## config.mk

```make
export PLATFORM = sky130hd
export DESIGN_NAME = biquad_coeff_loader
export DESIGN_NICKNAME = d
export VERILOG_FILES = /design/src/rtl/biquad_loader_pkg.sv /design/src/rtl/wb_single_write.sv /design/src/rtl/biquad_coeff_loader.sv
export SDC_FILE = /design/constraint.sdc
export NUM_CORES = 1
export LEC_CHECK = 0
export ABC_AREA = 1
export ABC_CLOCK_PERIOD_IN_PS = 1800
export CAP_MARGIN = 0
export CORE_MARGIN = 2
export CORE_UTILIZATION = 42
export CTS_BUF_LIST = sky130_fd_sc_hd__clkbuf_16
export CTS_CLUSTER_DIAMETER = 100
export CTS_CLUSTER_SIZE = 24
export DETAILED_ROUTE_END_ITERATION = 7
export PLACE_DENSITY = 0.68
export RECOVER_POWER = 50
export SLEW_MARGIN = 20
export SYNTH_ARGS = -nofsm -noshare
export SYNTH_HDL_FRONTEND = slang
export SYNTH_SLANG_ARGS = --single-unit
```

## constraint.sdc

```tcl
create_clock -name wb_clk_i -period 1.8 [get_ports wb_clk_i]
set_clock_uncertainty 0.1 [all_clocks]
set_input_delay 0.27 -clock wb_clk_i [delete_from_list [all_inputs] [get_ports wb_clk_i]]
set_output_delay 0.27 -clock wb_clk_i [all_outputs]
set_load 0.01 [all_outputs]
```

## src/rtl/biquad_loader_pkg.sv

```systemverilog
// Shared constants and types for the biquad coefficient loader:
// coefficient offset table, update-register offset and FSM state encoding.
package biquad_loader_pkg;

    localparam int NCOEFF = 25;
    localparam logic [7:0] UPDATE_OFS = 8'h00;

    // Register offset for each coefficient beat of one biquad, in stream order.
    localparam logic [7:0] COEFF_OFS [NCOEFF] = '{
        8'h04, 8'h04,
        8'h08, 8'h08, 8'h08, 8'h08,
        8'h0C, 8'h0C,
        8'h10, 8'h10, 8'h10, 8'h10, 8'h10, 8'h10, 8'h10,
        8'h14, 8'h14, 8'h14, 8'h14, 8'h14, 8'h14, 8'h14, 8'h14,
        8'h18,
        8'h1C
    };

    typedef enum logic [2:0] {
        IDLE     = 3'd0,
        FETCH    = 3'd1,
        WRITE    = 3'd2,
        UPDATE   = 3'd3,
        RSTPULSE = 3'd4,
        DONE     = 3'd5,
        ERR      = 3'd6
    } state_t;

    function automatic logic [7:0] coeff_ofs(input logic [4:0] idx);
        logic [7:0] ofs;
        if (idx < 5'(NCOEFF)) begin
            ofs = COEFF_OFS[idx];
        end else begin
            ofs = 8'h00;
        end
        return ofs;
    endfunction

endpackage

```

## src/rtl/wb_single_write.sv

```systemverilog
// Wishbone single-write master: issues one write per start request and
// reports either completion (ack) or a timeout after ACK_TIMEOUT cycles.
module wb_single_write #(
    parameter int ACK_TIMEOUT = 255
) (
    input  logic        i_clk,
    input  logic        i_rst,
    input  logic        i_start,
    input  logic [7:0]  i_adr,
    input  logic [31:0] i_dat,
    input  logic        wb_ack_i,
    output logic        wb_cyc_o,
    output logic        wb_stb_o,
    output logic        wb_we_o,
    output logic [7:0]  wb_adr_o,
    output logic [31:0] wb_dat_o,
    output logic [3:0]  wb_sel_o,
    output logic        o_done,
    output logic        o_timeout
);

    localparam int TW = (ACK_TIMEOUT > 1) ? $clog2(ACK_TIMEOUT) : 1;
    localparam logic [TW-1:0] LIMIT = TW'(ACK_TIMEOUT - 1);

    logic          r_active;
    logic [TW-1:0] r_cnt;
    logic [7:0]    r_adr;
    logic [31:0]   r_dat;
    logic [3:0]    r_sel;
    logic          r_done;
    logic          r_timeout;

    // Bus cycle sequencing: launch, hold until ack or timeout, then release.
    always_ff @(posedge i_clk) begin
        if (i_rst) begin
            r_active  <= 1'b0;
            r_cnt     <= '0;
            r_adr     <= 8'h00;
            r_dat     <= 32'h0000_0000;
            r_sel     <= 4'h0;
            r_done    <= 1'b0;
            r_timeout <= 1'b0;
        end else begin
            r_done    <= 1'b0;
            r_timeout <= 1'b0;
            if (r_active) begin
                if (wb_ack_i) begin
                    r_active <= 1'b0;
                    r_sel    <= 4'h0;
                    r_done   <= 1'b1;
                end else if (r_cnt == LIMIT) begin
                    r_active  <= 1'b0;
                    r_sel     <= 4'h0;
                    r_timeout <= 1'b1;
                end else begin
                    r_cnt <= r_cnt + TW'(1);
                end
            end else if (i_start) begin
                r_active <= 1'b1;
                r_cnt    <= '0;
                r_adr    <= i_adr;
                r_dat    <= i_dat;
                r_sel    <= 4'hF;
            end else begin
                r_active <= 1'b0;
            end
        end
    end

    assign wb_cyc_o  = r_active;
    assign wb_stb_o  = r_active;
    assign wb_we_o   = r_active;
    assign wb_adr_o  = r_adr;
    assign wb_dat_o  = r_dat;
    assign wb_sel_o  = r_sel;
    assign o_done    = r_done;
    assign o_timeout = r_timeout;

endmodule

```

## src/rtl/biquad_coeff_loader.sv

```systemverilog
// Streams 25 coefficients per selected biquad onto a wishbone bus, commits each
// biquad through its update register, then pulses the biquad state reset.
module biquad_coeff_loader
    import biquad_loader_pkg::*;
#(
    parameter int         NUM_BQ       = 2,
    parameter logic [7:0] BQ_STRIDE    = 8'h80,
    parameter int         RESET_CYCLES = 32,
    parameter int         ACK_TIMEOUT  = 255
) (
    input  logic              wb_clk_i,
    input  logic              wb_rst_i,
    input  logic              start_i,
    input  logic [NUM_BQ-1:0] bq_mask_i,
    input  logic [31:0]       coeff_tdata,
    input  logic              coeff_tvalid,
    output logic              coeff_tready,
    output logic              wb_cyc_o,
    output logic              wb_stb_o,
    output logic              wb_we_o,
    output logic [7:0]        wb_adr_o,
    output logic [31:0]       wb_dat_o,
    output logic [3:0]        wb_sel_o,
    input  logic              wb_ack_i,
    output logic              bq_rst_o,
    output logic              busy_o,
    output logic              done_o,
    output logic              err_o
);

    localparam int IW = (NUM_BQ > 1) ? $clog2(NUM_BQ) : 1;
    localparam int RW = (RESET_CYCLES > 1) ? $clog2(RESET_CYCLES) : 1;

    state_t            r_state;
    state_t            r_prev_state;
    state_t            w_next_state;
    logic [NUM_BQ-1:0] r_mask;
    logic [IW-1:0]     r_bq_idx;
    logic [4:0]        r_coeff_idx;
    logic [31:0]       r_data;
    logic [RW-1:0]     r_rst_cnt;
    logic              r_busy;
    logic              r_tready;
    logic              r_done;
    logic              r_bq_rst;
    logic              r_err;

    logic              w_busy;
    logic              w_tready;
    logic              w_done;
    logic              w_bq_rst;
    logic              w_launch;
    logic [7:0]        w_base;
    logic [7:0]        w_adr;
    logic [31:0]       w_dat;
    logic [NUM_BQ-1:0] w_rem_mask;
    logic              w_eng_done;
    logic              w_eng_to;

    function automatic logic [IW-1:0] lowest_set(input logic [NUM_BQ-1:0] m);
        logic [IW-1:0] idx;
        idx = '0;
        for (int i = NUM_BQ - 1; i >= 0; i--) begin
            if (m[i]) begin
                idx = IW'(i);
            end else begin
                idx = idx;
            end
        end
        return idx;
    endfunction

    assign w_rem_mask = r_mask & ~(NUM_BQ'(1) << r_bq_idx);
    assign w_base     = 8'(r_bq_idx) * BQ_STRIDE;

    // State register; the previous state marks the entry cycle of WRITE/UPDATE.
    always_ff @(posedge wb_clk_i) begin
        if (wb_rst_i) begin
            r_state      <= IDLE;
            r_prev_state <= IDLE;
        end else begin
            r_state      <= w_next_state;
            r_prev_state <= r_state;
        end
    end

    // Next-state logic.
    always_comb begin
        w_next_state = r_state;
        case (r_state)
            IDLE: begin
                if (start_i) begin
                    w_next_state = (|bq_mask_i) ? FETCH : DONE;
                end else begin
                    w_next_state = IDLE;
                end
            end
            FETCH: begin
                if (coeff_tvalid && r_tready) begin
                    w_next_state = WRITE;
                end else begin
                    w_next_state = FETCH;
                end
            end
            WRITE: begin
                if (w_eng_to) begin
                    w_next_state = ERR;
                end else if (w_eng_done) begin
                    w_next_state = (r_coeff_idx == 5'(NCOEFF - 1)) ? UPDATE : FETCH;
                end else begin
                    w_next_state = WRITE;
                end
            end
            UPDATE: begin
                if (w_eng_to) begin
                    w_next_state = ERR;
                end else if (w_eng_done) begin
                    if (|w_rem_mask) begin
                        w_next_state = FETCH;
                    end else begin
                        w_next_state = (RESET_CYCLES == 0) ? DONE : RSTPULSE;
                    end
                end else begin
                    w_next_state = UPDATE;
                end
            end
            RSTPULSE: begin
                if (r_rst_cnt == RW'(RESET_CYCLES - 1)) begin
                    w_next_state = DONE;
                end else begin
                    w_next_state = RSTPULSE;
                end
            end
            DONE:    w_next_state = IDLE;
            ERR:     w_next_state = IDLE;
            default: w_next_state = IDLE;
        endcase
    end

    // Output decode; status flags are taken from the next state so the
    // registered copies line up with the state they describe.
    always_comb begin
        w_busy   = (w_next_state != IDLE) && (w_next_state != DONE) && (w_next_state != ERR);
        w_tready = (w_next_state == FETCH);
        w_done   = (w_next_state == DONE);
        w_bq_rst = (w_next_state == RSTPULSE);
        w_launch = ((r_state == WRITE) || (r_state == UPDATE)) && (r_prev_state != r_state);
        if (r_state == UPDATE) begin
            w_adr = w_base + UPDATE_OFS;
            w_dat = 32'd1;
        end else begin
            w_adr = w_base + coeff_ofs(r_coeff_idx);
            w_dat = r_data;
        end
    end

    // Registered status outputs; err is sticky until the next accepted start.
    always_ff @(posedge wb_clk_i) begin
        if (wb_rst_i) begin
            r_busy   <= 1'b0;
            r_tready <= 1'b0;
            r_done   <= 1'b0;
            r_bq_rst <= 1'b0;
            r_err    <= 1'b0;
        end else begin
            r_busy   <= w_busy;
            r_tready <= w_tready;
            r_done   <= w_done;
            r_bq_rst <= w_bq_rst;
            if ((r_state == IDLE) && start_i) begin
                r_err <= 1'b0;
            end else if (w_next_state == ERR) begin
                r_err <= 1'b1;
            end else begin
                r_err <= r_err;
            end
        end
    end

    // Datapath: mask/biquad selection, coefficient index, beat capture, pulse timer.
    always_ff @(posedge wb_clk_i) begin
        if (wb_rst_i) begin
            r_mask      <= '0;
            r_bq_idx    <= '0;
            r_coeff_idx <= 5'd0;
            r_data      <= 32'h0000_0000;
            r_rst_cnt   <= '0;
        end else begin
            r_rst_cnt <= (r_state == RSTPULSE) ? r_rst_cnt + RW'(1) : '0;
            case (r_state)
                IDLE: begin
                    if (start_i) begin
                        r_mask      <= bq_mask_i;
                        r_bq_idx    <= lowest_set(bq_mask_i);
                        r_coeff_idx <= 5'd0;
                    end
                end
                FETCH: begin
                    if (coeff_tvalid && r_tready) begin
                        r_data <= coeff_tdata;
                    end
                end
                WRITE: begin
                    if (w_eng_done) begin
                        r_coeff_idx <= r_coeff_idx + 5'd1;
                    end
                end
                UPDATE: begin
                    if (w_eng_done) begin
                        r_mask      <= w_rem_mask;
                        r_bq_idx    <= lowest_set(w_rem_mask);
                        r_coeff_idx <= 5'd0;
                    end
                end
                default: begin
                    r_coeff_idx <= r_coeff_idx;
                end
            endcase
        end
    end

    wb_single_write #(
        .ACK_TIMEOUT (ACK_TIMEOUT)
    ) u_wb_single_write (
        .i_clk     (wb_clk_i),
        .i_rst     (wb_rst_i),
        .i_start   (w_launch),
        .i_adr     (w_adr),
        .i_dat     (w_dat),
        .wb_ack_i  (wb_ack_i),
        .wb_cyc_o  (wb_cyc_o),
        .wb_stb_o  (wb_stb_o),
        .wb_we_o   (wb_we_o),
        .wb_adr_o  (wb_adr_o),
        .wb_dat_o  (wb_dat_o),
        .wb_sel_o  (wb_sel_o),
        .o_done    (w_eng_done),
        .o_timeout (w_eng_to)
    );

    assign coeff_tready = r_tready;
    assign bq_rst_o     = r_bq_rst;
    assign busy_o       = r_busy;
    assign done_o       = r_done;
    assign err_o        = r_err;

endmodule

```

# Word level (Yosys, flattened, before mapping)
# Memory sizes are Yosys's and may differ from the RTL's.
# Index checks and enable logic that the tools add are counted.
[totals] ff_bits=111 latch_bits=0 ramBits=0 mem_bits_ro=256 output_inout_bits=52 wordCells=120 n_memories=1
[classes] n_addsub=4 multipliers=0 div_mod_pow=0 magnitude_cmp=2 n_eq_ne=20 shift=1 muxes=45 bitwise=5 n_reduce_logical=23
[mem_list] memory="(no name shown)" words=32 word_bits=8 rd=1 rd_clocked_by_memory_dff=0 write_ports=0 line="biquad_loader_pkg.sv:32" text="ofs = COEFF_OFS[idx];"
[op_table] cell="$mux W8" n=9
[op_table] cell="$mux W32" n=1
[op_table] cell="$mux W3" n=6
[op_table] cell="$mux W4" n=4
[op_table] cell="$mux W5" n=3
[op_table] cell="$pmux W3 S5" n=1
[op_table] cell="$pmux W5 S3" n=1
[op_table] cell="$mux W1" n=13
[op_table] cell="$eq A3 B3 Y1 const B" n=4
[op_table] cell="$add A5 B1 Y5 const B" n=2
[op_table] cell="$eq A5 B5 Y1 const B" n=2
[op_table] cell="$mux W2" n=5
[op_table] cell="$reduce_or A2 Y1" n=5
[op_table] cell="$ne A3 B3 Y1 const B" n=3
[op_table] cell="$add A8 B1 Y8 const B" n=1
[op_table] cell="$add A8 B8 Y8" n=1
[op_table] cell="$eq A8 B8 Y1 const B" n=1
[op_table] cell="$eq A3 B1 Y1 const B" n=2
[op_table] cell="$eq A3 B2 Y1 const B" n=2
[op_table] cell="$ge A6 B6 Y1 const B" n=1
[op_table] cell="$ne A2 B2 Y1 const B" n=3
[op_table] cell="$not A5 Y6" n=1
[op_table] cell="$reduce_and A2 Y1" n=3
[op_table] cell="$reduce_and A3 Y1" n=2
[op_table] cell="16 further kinds" n=24

# Depth between registers and ports, before layout
# Gate-level depths: netlist of run 1.
[depth] word_depth=11 depth_mapped=12 depth_no_buf=12

# By module
# A second synthesis of run 1 with hierarchy kept.
[hier_totals] hier_cells=619 hier_area_um2=4570.6
[modules_own_cells] mod="biquad_coeff_loader" instances=1 cells_per_inst=355 area_each_um2=2558.7 seq_area_each_um2=1121.1
[modules_own_cells] mod="wb_single_write" instances=1 cells_per_inst=264 area_each_um2=2011.9 seq_area_each_um2=1041.0

# Worst setup path after synthesis of run 1
# OpenSTA, ideal clock, no wires.
[synth_timing] kind="register to register" from="register r_rst_cnt[0]" to="register r_busy, in the netlist busy_o" setup_ns=0.113 t_arrival_ns=1.333 path_slack_ns=0.254 path_stages_with_launch=13 synth_period_minus_slack_ns=1.546 path_cell_list="dfxtp_1 ha_1 nand2_1 nor2_1 ha_1 nand3_1 nand2_1 inv_1 nand2_1 nor2_1 nand3_1 nand3_1 nor2_1"
[synth_via] elab_chain_cells=6 elab_cells_between_ends=8 cone_classes="eq/ne (3); mux (2); reduce/logical (3)"
[synth_rtl] element="start, declared" line="biquad_coeff_loader.sv:41" text="logic [RW-1:0] r_rst_cnt;"
[synth_rtl] element="start signal, assigned" line="biquad_coeff_loader.sv:189" text="r_rst_cnt <= (r_state == RSTPULSE) ? r_rst_cnt + RW'(1) : '0;"
[synth_rtl] element="$eq A5 B5 Y1 *" line="biquad_coeff_loader.sv:128" text="if (r_rst_cnt == RW'(RESET_CYCLES - 1)) begin"
[synth_rtl] element="$mux W1 *" line="biquad_coeff_loader.sv:128"
[synth_rtl] element="$pmux W3 S5 *" line="biquad_coeff_loader.sv:90" text="case (r_state)"
[synth_rtl] element="$ne A3 B3 Y1 / $reduce_bool A3 Y1 (equally long branches)" line="biquad_coeff_loader.sv:143" text="w_busy = (w_next_state != IDLE) && (w_next_state != DONE) && (w_next_state != ERR);"
[synth_rtl] element="$logic_and A1 B1 Y1" line="biquad_coeff_loader.sv:143"
[synth_rtl] element="$logic_and A1 B1 Y1 *" line="biquad_coeff_loader.sv:143"
[synth_rtl] element="end signal, assigned" line="biquad_coeff_loader.sv:166" text="r_busy <= w_busy;"
[synth_rtl] element="end, declared" line="biquad_coeff_loader.sv:42" text="logic r_busy;"
# Mark *: on every way between the ends. The rest lies on a longest branch, timed or not.
# A chain may end at the register's enable or synchronous reset.

# Worst setup path in the final report of run 1
[layout_timing] from="register r_state[0]" to="register r_coeff_idx[2]"
[layout_via] elab_chain_cells=3 elab_cells_between_ends=9 cone_classes="eq/ne (5); mux (1); reduce/logical (3)"
[layout_rtl] element="start, declared" line="biquad_coeff_loader.sv:34" text="state_t r_state;"
[layout_rtl] element="start signal, assigned" line="biquad_coeff_loader.sv:82" text="r_state <= w_next_state;"
[layout_rtl] element="$eq A3 B2 Y1 / $logic_not A3 Y1 (equally long branches)" line="biquad_coeff_loader.sv:190" text="case (r_state)"
[layout_rtl] element="$ne A2 B1 Y1 (no source line), or another cell as far along"
[layout_rtl] element="$reduce_and A4 Y1 (no source line)"
[layout_rtl] element="end signal, assigned" line="biquad_coeff_loader.sv:205" text="r_coeff_idx <= r_coeff_idx + 5'd1;"
[layout_rtl] element="end signal, assigned" line="biquad_coeff_loader.sv:216" text="r_coeff_idx <= r_coeff_idx;"
[layout_rtl] element="end, declared" line="biquad_coeff_loader.sv:39" text="logic [4:0] r_coeff_idx;"
# Several ways; a longest one is shown, not always the timed one.

==> out/qor.yml, run 1 <==
outcome: "complete, no violations"
finish.utilization: 0.568
syn_area_sq_um: 4210
cts_tree: "yes"
arrival_ns: 1.86
synth-edff-count: 0
timing.rr.end: "r_coeff_idx[2]$_SDFFE_PP0P_"
cts_resized: 0
p_int_w: 0.00352
drtIter0Drc: 154
initial_core_util: 0.431
startpoint: "r_state[0]$_SDFF_PP0_"
rows: 36
drv_slew: 0
critPathLaunchType: "register"
grt_pass1_vias: 3522
peakVddDrop_v: 0.000435
cts_root_buf: "clkbuf_16"
drc: 0
wl_per_cell_um: 12.3
critPathMaxFanout: 7
fmax_ghz: 0.588
dp_cells: 771
die_y_um: 104
syn-mean-instance-area_sq_um: 7.43
worstPathCellList: "inv_1 > nand3_1 > o21ai_0 > nor2_1 > buf_4 > inv_1 > nor2_1 > nor3_1"
core_sq_um: 9770
crit_path_end: "r_coeff_idx[2]$_SDFFE_PP0P_"
crit_path_max_incr_delay_ns: 0.35
ys_warn_count: 0
num_vias: 3766
finalHoldWorstSlack_ns: 0.346
grt_max_degree: 51
gr-total-overflow: 0
wl_um: 9680
drive_gt1_frac: 0.0689
htreeDepth: 3
placed_area_sq_um: 5260
viasPerCell: 4.79
p_leak_nw: 2.35
hold_viol_final: 0
ant_nets: 0
critPathSlowestCell: "dfxtp_1"
hp-start: "u_wb_single_write.wb_dat_o[18]$_SDFFE_PP0P_"
io_buffers: 86
fin_nets: 699
critPathRequiredTime_ns: 1.95
crit_family: "simple AND/OR/NAND/NOR gates"
r2r_start: "r_state[0]$_SDFF_PP0_"
ys_ff_latch: 104
hp-class: "reg2reg"
p_seq_frac: 0.509
rsz0062_at_grt: "true"
clk_pin_slew_ns: 0.07
period_needed_ns: 1.70
crit_buf_inv: 3
swShare: 0.251
drv_cap: 0
cts_sinks: 104
clockPowerShare: 0.391
final_cells: 786
die_area_sq_um: 10800
dp_hpwl_um: 6890
fillers: 918
worstSetupEndpointType: "register"
fp.dieW_um: 104
worst_skew_pair.late_latency_ns: 0.34
cts_buffer_depth: 2
cts_buffers: 9
grt_pass1_wl_um: 16200
io_pins: 91
cts_setup_buffers: 0
multi_input_area_sq_um: 1860
num_antenna_cells: 0
regArea_sq_um: 2080
post-route-period-util: 0.945
p_sw_w: 0.00118
syn_inst: 567
first_pass_iters: 4
ys_types: 28
reg2reg_slack_ns: 0.1
worstSetupPathType: "reg2reg"
place_congestion: 0.827
path_depth: 8
powerDensity_nw_per_um2: 848
fin_area_sq_um: 5550
antenna_found_initial: 0
r2r_cells: 8
p_comb_frac: 0.100
finalSetupViolations: 0
seq_area_frac_synth: 0.494
synthFlopType: "dfxtp_1"
hold_buffers: 0
async_reset_ff_frac: 0
area_growth_pct: 31.7
grtUsageTotal: 0.182
-- flip-flops by register name, summed over array words and instances, names as in the netlist, 2 cells and up --
signal	cells
r_data	32
u_wb_single_write.wb_dat_o	32
u_wb_single_write.r_cnt	8
r_coeff_idx	5
r_rst_cnt	5
u_wb_single_write.wb_adr_o	4
r_prev_state	3
r_state	3
r_mask	2
-- power by group through the flow --
stage                     clock network [W]  logic (W)  registers (W)
after floorplan                           0   0.000268        0.00245
after global placement                    0   0.000456        0.00245
after detailed placement                  0   0.000469        0.00245
after CTS                           0.00189   0.000473        0.00240
after global routing                0.00199   0.000525        0.00240
final                               0.00184   0.000470        0.00240
-- tightest hold or removal path, stage by stage (launching register included) --
cell and delay (ns):
dfxtp_1 0.31, nand2_1 0.06, nand2_1 0.04
-- metrics by stage --
stage / setup slack, ns / power [W] / setup TNS (ns)
after floorplan: 0.254 / 0.00271 / 0
after global placement: 0.0418 / 0.00290 / 0
after detailed placement: 0.0162 / 0.00292 / 0
after CTS: 0.0115 / 0.00476 / 0
after global routing: -0.0344 / 0.00492 / -0.203
final: 0.0989 / 0.00471 / 0
-- cell families after synthesis --
group / after synthesis / share of synthesized area
flops: 104 / 0.494
xor+xnor: 6 / 0.0125
compound gates: 75 / 0.0900
other cells: 1 / 0.000890
simple gates: 306 / 0.301
fa+ha+maj: 11 / 0.0327
buf+inv: 64 / 0.0686
-- worst min-delay path by stage --
stage	to	slack, ns	depth (start not counted)
after floorplan	u_wb_single_write.o_timeout$_SDFF_PP0_	0.25	1
after global placement	r_rst_cnt[0]$_SDFF_PP0_	0.33	1
after detailed placement	u_wb_single_write.wb_dat_o[8]$_SDFFE_PP0P_	0.34	2
after CTS	r_rst_cnt[0]$_SDFF_PP0_	0.35	1
after global routing	r_rst_cnt[0]$_SDFF_PP0_	0.36	1
final	u_wb_single_write.wb_dat_o[18]$_SDFFE_PP0P_	0.35	2
-- Yosys cell counts, drive strengths merged, types with 2 or more instances --
cell type	instances	area, sq um
or2	2	12.5
a21oi	20	100
xor2	5	43.8
nand3	53	265
ha	11	138
o21ai	53	265
nand4	2	12.5
inv	32	120
dfxtp	104	2080
nor3	6	30.0
nor2	112	435
nand2	127	482
clkbuf	12	45.0
buf	19	120
-- per-layer routing --
layer  wire length (um)  vias up  track usage
met2               4420       89        0.298
met5                  0        -            0
met1               4600     1698        0.233
li1                   -     1961            -
met4                200        0       0.0618
met3                462       18       0.0482
-- layout by cell type, fill, tap and decap left out, types with 5 or more instances in the layout --
cell type        Yosys  layout
o21ai_0             51      51
inv_1               26      27
nand3_1             53      53
dlygate4sd3_1        0      30
clkbuf_16            0       9
buf_12               0       6
dfxtp_1            104     102
xor2_1               5       5
buf_4               10       6
inv_2                6       5
nor2_1             110     108
clkdlybuf4s50_1      0      56
nor3_1               6       6
ha_1                11      11
a21oi_1             20      20
nand2_1            125     125
-- final cells by class --
class                      count  share of cell area
clock buffer                   9              0.0406
clock inverter                 6             0.00969
inverter                      33              0.0228
multi-input combinational    402               0.336
sequential                   104               0.376
tap                          133              0.0300
timing repair buffer          99               0.186
Power figures use the tool's default switching activity.
==> run 2: changes to the inputs <==
- GPL_TIMING_DRIVEN: unset -> 0
==> out/qor.yml, run 2 (synthesis gave the netlist of run 1 again) <==
critPathLaunchType: "register"
core_sq_um: 9770  # unchanged
cts_setup_buffers: 0  # unchanged
final_cells: 805  # +2.4%
place_congestion: 0.887  # +7.3%
cts_tree: "yes"
multi_input_area_sq_um: 1890  # +1.3%
fmax_ghz: 0.574  # -2.3%
grt_pass1_vias: 3530  # +0.23%
cts_root_buf: "clkbuf_16"
io_buffers: 86  # unchanged
num_vias: 3849  # +2.2%
drv_slew: 0  # unchanged
cts_buffers: 9  # unchanged
clk_pin_slew_ns: 0.07  # about the same
worst_slew_pin_slew_ns: 0.534
final_cell_mix: "124 x nand2_1, 106 x nor2_1, 100 x dfxtp_1, 86 x clkdlybuf4s50_1, 53 x nand3_1"
regArea_sq_um: 2090  # +0.24%
worstSetupPathType: "reg2out"
p_sw_w: 0.00117  # -1.6%
worst_slack_ns: 0.0592  # -0.0397 ns
first_pass_iters: 5  # +1
rsz0062_at_grt: "true"
worstSetupEndpointType: "primary output"
rows: 36  # unchanged
finalSetupViolations: 0  # unchanged
fin_nets: 717  # +2.6%
critPathMaxFanout: 8  # +1
p_leak_nw: 2.27  # -3.2%
critPathSlowestCell: "clkdlybuf4s50_1"
outcome: "complete, no violations"
swShare: 0.249  # -0.00236
drive_gt1_frac: 0.0878  # +0.0189
peakVddDrop_v: 0.000616  # +42%
wl_um: 9810  # +1.4%
finalHoldWorstSlack_ns: 0.340  # -0.00585 ns
cts_buffer_depth: 2  # unchanged
antenna_found_initial: 0  # unchanged
powerDensity_nw_per_um2: 839  # -1.1%
grt_max_degree: 19  # -63%
crit_buf_inv: 2  # -1
p_comb_frac: 0.100  # about the same
crit_path_max_incr_delay_ns: 0.52  # +0.17 ns
period_needed_ns: 1.74  # +0.0397 ns
drtIter0Drc: 187  # +21%
dp_cells: 789  # +2.3%
hold_viol_final: 0  # unchanged
drc: 0  # unchanged
die_area_sq_um: 10800  # unchanged
viasPerCell: 4.78  # -0.21%
worstPathCellList: "buf_4 > clkdlybuf4s50_1"
ant_nets: 0  # unchanged
clockPowerShare: 0.388  # -0.003
worst_skew_pair.late_latency_ns: 0.33  # about the same
initial_core_util: 0.431  # unchanged
slew_headroom: 0.644
area_growth_pct: 32.3
arrival_ns: 1.37  # -0.49 ns
hp-class: "reg2reg"
grtUsageTotal: 0.180  # -0.00185
layout_commonest_cell: "nand2_1"
wl_per_cell_um: 12.2  # -1.0%
fillers: 926  # +0.87%
crit_family: "buffers and inverters"
die_y_um: 104  # unchanged
io_pins: 91  # unchanged
place_ws_ns: -0.174  # -0.190 ns
cts_sinks: 104  # unchanged
dp_hpwl_um: 7270  # +5.6%
drv_cap: 0  # unchanged
hold_buffers: 0  # unchanged
grt_pass1_wl_um: 16100  # -0.51%
fp.dieW_um: 104  # unchanged
post-route-period-util: 0.967  # +0.0221
p_int_w: 0.00351  # -0.31%
critPathRequiredTime_ns: 1.43  # -0.52 ns
htreeDepth: 3  # unchanged
gr-total-overflow: 0  # unchanged
num_antenna_cells: 0  # unchanged
p_seq_frac: 0.512  # +0.003
run 2: cell count changes in the layout (fill, tap and decap cells not counted), moves of 2 or more:
cell | before | now
dfxtp_1 | 102 | 100
buf_12 | 6 | 0
clkbuf_1 | 0 | 12
inv_2 | 5 | 7
buf_2 | 0 | 8
dlygate4sd3_1 | 30 | 0
nor2_1 | 108 | 106
clkdlybuf4s50_1 | 56 | 86
buf_4 | 6 | 10
nor2_2 | 2 | 4
run 2: cell type report:
type / count / area share
plain buffers: 31 / 0.0301
flip-flops and latches: 104 / 0.375
clock inverters: 7 / 0.00987
multi-input cells: 402 / 0.338
repair buffers: 86 / 0.154
well taps: 133 / 0.0298
inverters: 33 / 0.0222
clock buffers: 9 / 0.0404
run 2: worst paths after layout:
check	slack [ns]	end	depth (start not counted)	startpoint
setup / recovery	0.06	wb_stb_o	2	u_wb_single_write.wb_cyc_o$_SDFF_PP0_
hold / removal	0.34	r_rst_cnt[0]$_SDFF_PP0_	1	r_rst_cnt[0]$_SDFF_PP0_
setup reg to reg	0.14	r_coeff_idx[2]$_SDFFE_PP0P_	7	r_state[0]$_SDFF_PP0_
hold reg to reg	0.34	r_rst_cnt[0]$_SDFF_PP0_	1	r_rst_cnt[0]$_SDFF_PP0_
run 2: worst reg2reg max path: stages, from the launching register on:
cell and delay, ns:
dfxtp_1 0.37, nor2_1 0.24, nand2_1 0.11, o22ai_1 0.22
inv_1 0.07, nand2_1 0.17, nand2_1 0.13, nor3_1 0.19
run 2: per-stage QoR:
stage | cell area (sq um) | TNS (ns) | utilization | power (W)
finish | 5580 | 0 | 0.570 | 0.00468
global route | 5580 | -0.0300 | 0.570 | 0.00487
CTS | 5540 | 0 | 0.566 | 0.00471
detailed placement | 5250 | -7.02 | 0.537 | 0.00290
global placement | 5250 | -6.10 | 0.537 | 0.00289
floorplan | 4220 | 0 | - | 0.00271
run 2: power by group through the flow:
stage,sequential (W),clock (W),combinational (W)
global placement,0.00245,0,0.000442
finish,0.00240,0.00181,0.000467
floorplan,0.00245,0,0.000268
global route,0.00240,0.00194,0.000528
detailed placement,0.00245,0,0.000451
CTS,0.00239,0.00186,0.000455
run 2: what timing repair did:
action,CTS,global route
setup endpoints to repair,4,40
resized for setup,3,14
pin swaps,0,3
hold endpoints to repair,0,0
run 2: routing by layer:
metal / wire, um / up-vias / global-route usage
met3: 385 / 8 / 0.0445
met4: 103 / 0 / 0.0473
met2: 4750 / 75 / 0.315
met1: 4570 / 1759 / 0.222
li1: - / 2007 / -
met5: 0 / - / 0
==> run 3: changes to the inputs <==
- CORE_MARGIN: 2 -> 8
==> out/qor.yml, run 3 (synthesis gave the netlist of run 1 again) <==
outcome: "complete, no violations"
worstSetupEndpointType: "primary output"
wl_um: 10400  # +6.2%
final_cells: 805  # unchanged
gr-total-overflow: 0  # unchanged
place_congestion: 0.926  # +4.3%
tns_ns: 0  # unchanged
grt_pass1_wl_um: 17300  # +7.5%
viasPerCell: 4.80  # +0.31%
worst_skew_pair.late_latency_ns: 0.34  # about the same
arrival_ns: 1.37  # about the same
cts_buffers: 9  # unchanged
final_cell_mix: "125 x nand2_1, 108 x nor2_1, 101 x dfxtp_1, 53 x nand3_1, 51 x o21ai_0"
ant_nets: 0  # unchanged
die_y_um: 116  # +12%
antenna_found_initial: 0  # unchanged
htreeDepth: 3  # unchanged
peakVddDrop_v: 0.000635  # +3.0%
core_sq_um: 9770  # unchanged
wl_per_cell_um: 13.0  # +6.2%
cts_buffer_depth: 2  # unchanged
first_pass_iters: 4  # -1
p_leak_nw: 2.43  # +6.9%
critPathLaunchType: "register"
fin_nets: 717  # unchanged
grt_max_degree: 20  # +1
powerDensity_nw_per_um2: 845  # +0.73%
drtIter0Drc: 170  # -9.1%
power_w: 0.00472  # +0.93%
fp.dieW_um: 116  # +12%
finalHoldWorstSlack_ns: 0.316  # -0.0239 ns
dp_cells: 789  # unchanged
drv_cap: 0  # unchanged
fmax_ghz: 0.574  # -0.15%
finalSetupViolations: 0  # unchanged
io_pins: 91  # unchanged
grt_pass1_vias: 3697  # +4.7%
die_area_sq_um: 13500  # +24%
critPathMaxFanout: 8  # unchanged
drc: 0  # unchanged
io_buffers: 86  # unchanged
hp-class: "reg2reg"
cts_sinks: 104  # unchanged
cts_tree: "yes"
period_needed_ns: 1.74  # +0.00257 ns
area_growth_pct: 32.6
worstSetupPathType: "reg2out"
clk_pin_slew_ns: 0.07  # about the same
fillers: 898  # -3.0%
post-route-period-util: 0.969  # +0.00143
cts_root_buf: "clkbuf_16"
rsz0062_at_grt: "true"
initial_core_util: 0.431  # unchanged
drive_gt1_frac: 0.0863  # -0.00149
layout_commonest_cell: "nand2_1"
hold_buffers: 0  # unchanged
num_antenna_cells: 0  # unchanged
finish.utilization: 0.572  # +0.00115
grtUsageTotal: 0.160  # -0.0202
dp_hpwl_um: 7910  # +8.7%
drv_slew: 0  # unchanged
rows: 36  # unchanged
hold_viol_final: 0  # unchanged
num_vias: 3861  # +0.31%
critPathRequiredTime_ns: 1.43  # about the same
[run 3: cell types whose count changed in the layout (fill, tap and decap cells not counted), sizes merged]
cell and change:
clkinv +2, inv -1, clkbuf +1, clkdlybuf4s50 -42, clkinvlp -1, buf -1, dlygate4sd3 +42
[run 3: worst paths after layout]
check                                              from                 endpoint  slack, ns  cells past startpoint
setup / recovery  u_wb_single_write.wb_cyc_o$_SDFF_PP0_                 wb_stb_o       0.06                      2
hold / removal                  r_rst_cnt[0]$_SDFF_PP0_  r_rst_cnt[0]$_SDFF_PP0_       0.32                      1
setup reg to reg                  r_state[0]$_SDFF_PP0_  r_data[24]$_SDFFE_PP0P_       0.12                      6
hold reg to reg                 r_rst_cnt[0]$_SDFF_PP0_  r_rst_cnt[0]$_SDFF_PP0_       0.32                      1
[run 3: cell type report]
| cell class | instances | area [sq um] | area share |
|---|---|---|---|
| Sequential cell | 104 | 2090 | 0.374 |
| Buffer | 31 | 175 | 0.0314 |
| Clock inverter | 7 | 66.3 | 0.0119 |
| Multi-Input combinational cell | 402 | 1880 | 0.337 |
| Inverter | 33 | 124 | 0.0222 |
| Tap cell | 133 | 166 | 0.0298 |
| Timing Repair Buffer | 86 | 861 | 0.154 |
| Clock buffer | 9 | 225 | 0.0403 |
[run 3: timing repair]
action                     CTS  global route
setup buffers                0             0
setup endpoints to repair    6            29
resized for setup            3            17
pin swaps                    0             2
[run 3: per-stage QoR]
stage	area [sq um]	setup slack, ns
final	5590	0.0566
after global routing	5590	-0.0300
after CTS	5550	0.0377
after detailed placement	5250	-0.179
after global placement	5250	-0.150
after floorplan	4220	0.254
[run 3: per-layer routing]
metal | global-route usage | vias up | part of all wire
met5 | 0 | - | 0
met4 | 0.0493 | 0 | 0.018
met3 | 0.0424 | 18 | 0.053
met2 | 0.269 | 85 | 0.48
met1 | 0.195 | 1752 | 0.45
li1 | - | 2006 | -
[run 3: power by group]
part / internal [W] / switching, W / total, W
clock: 0.000964 / 0.000898 / 0.00186
sequential: 0.00235 / 0.0000414 / 0.00240
combinational: 0.000205 / 0.000258 / 0.000463
[run 3: critical path, cell delays in order (launching register included)]
cell and delay (ns):
dfxtp_4 0.40, buf_4 0.11, clkdlybuf4s50_1 0.52
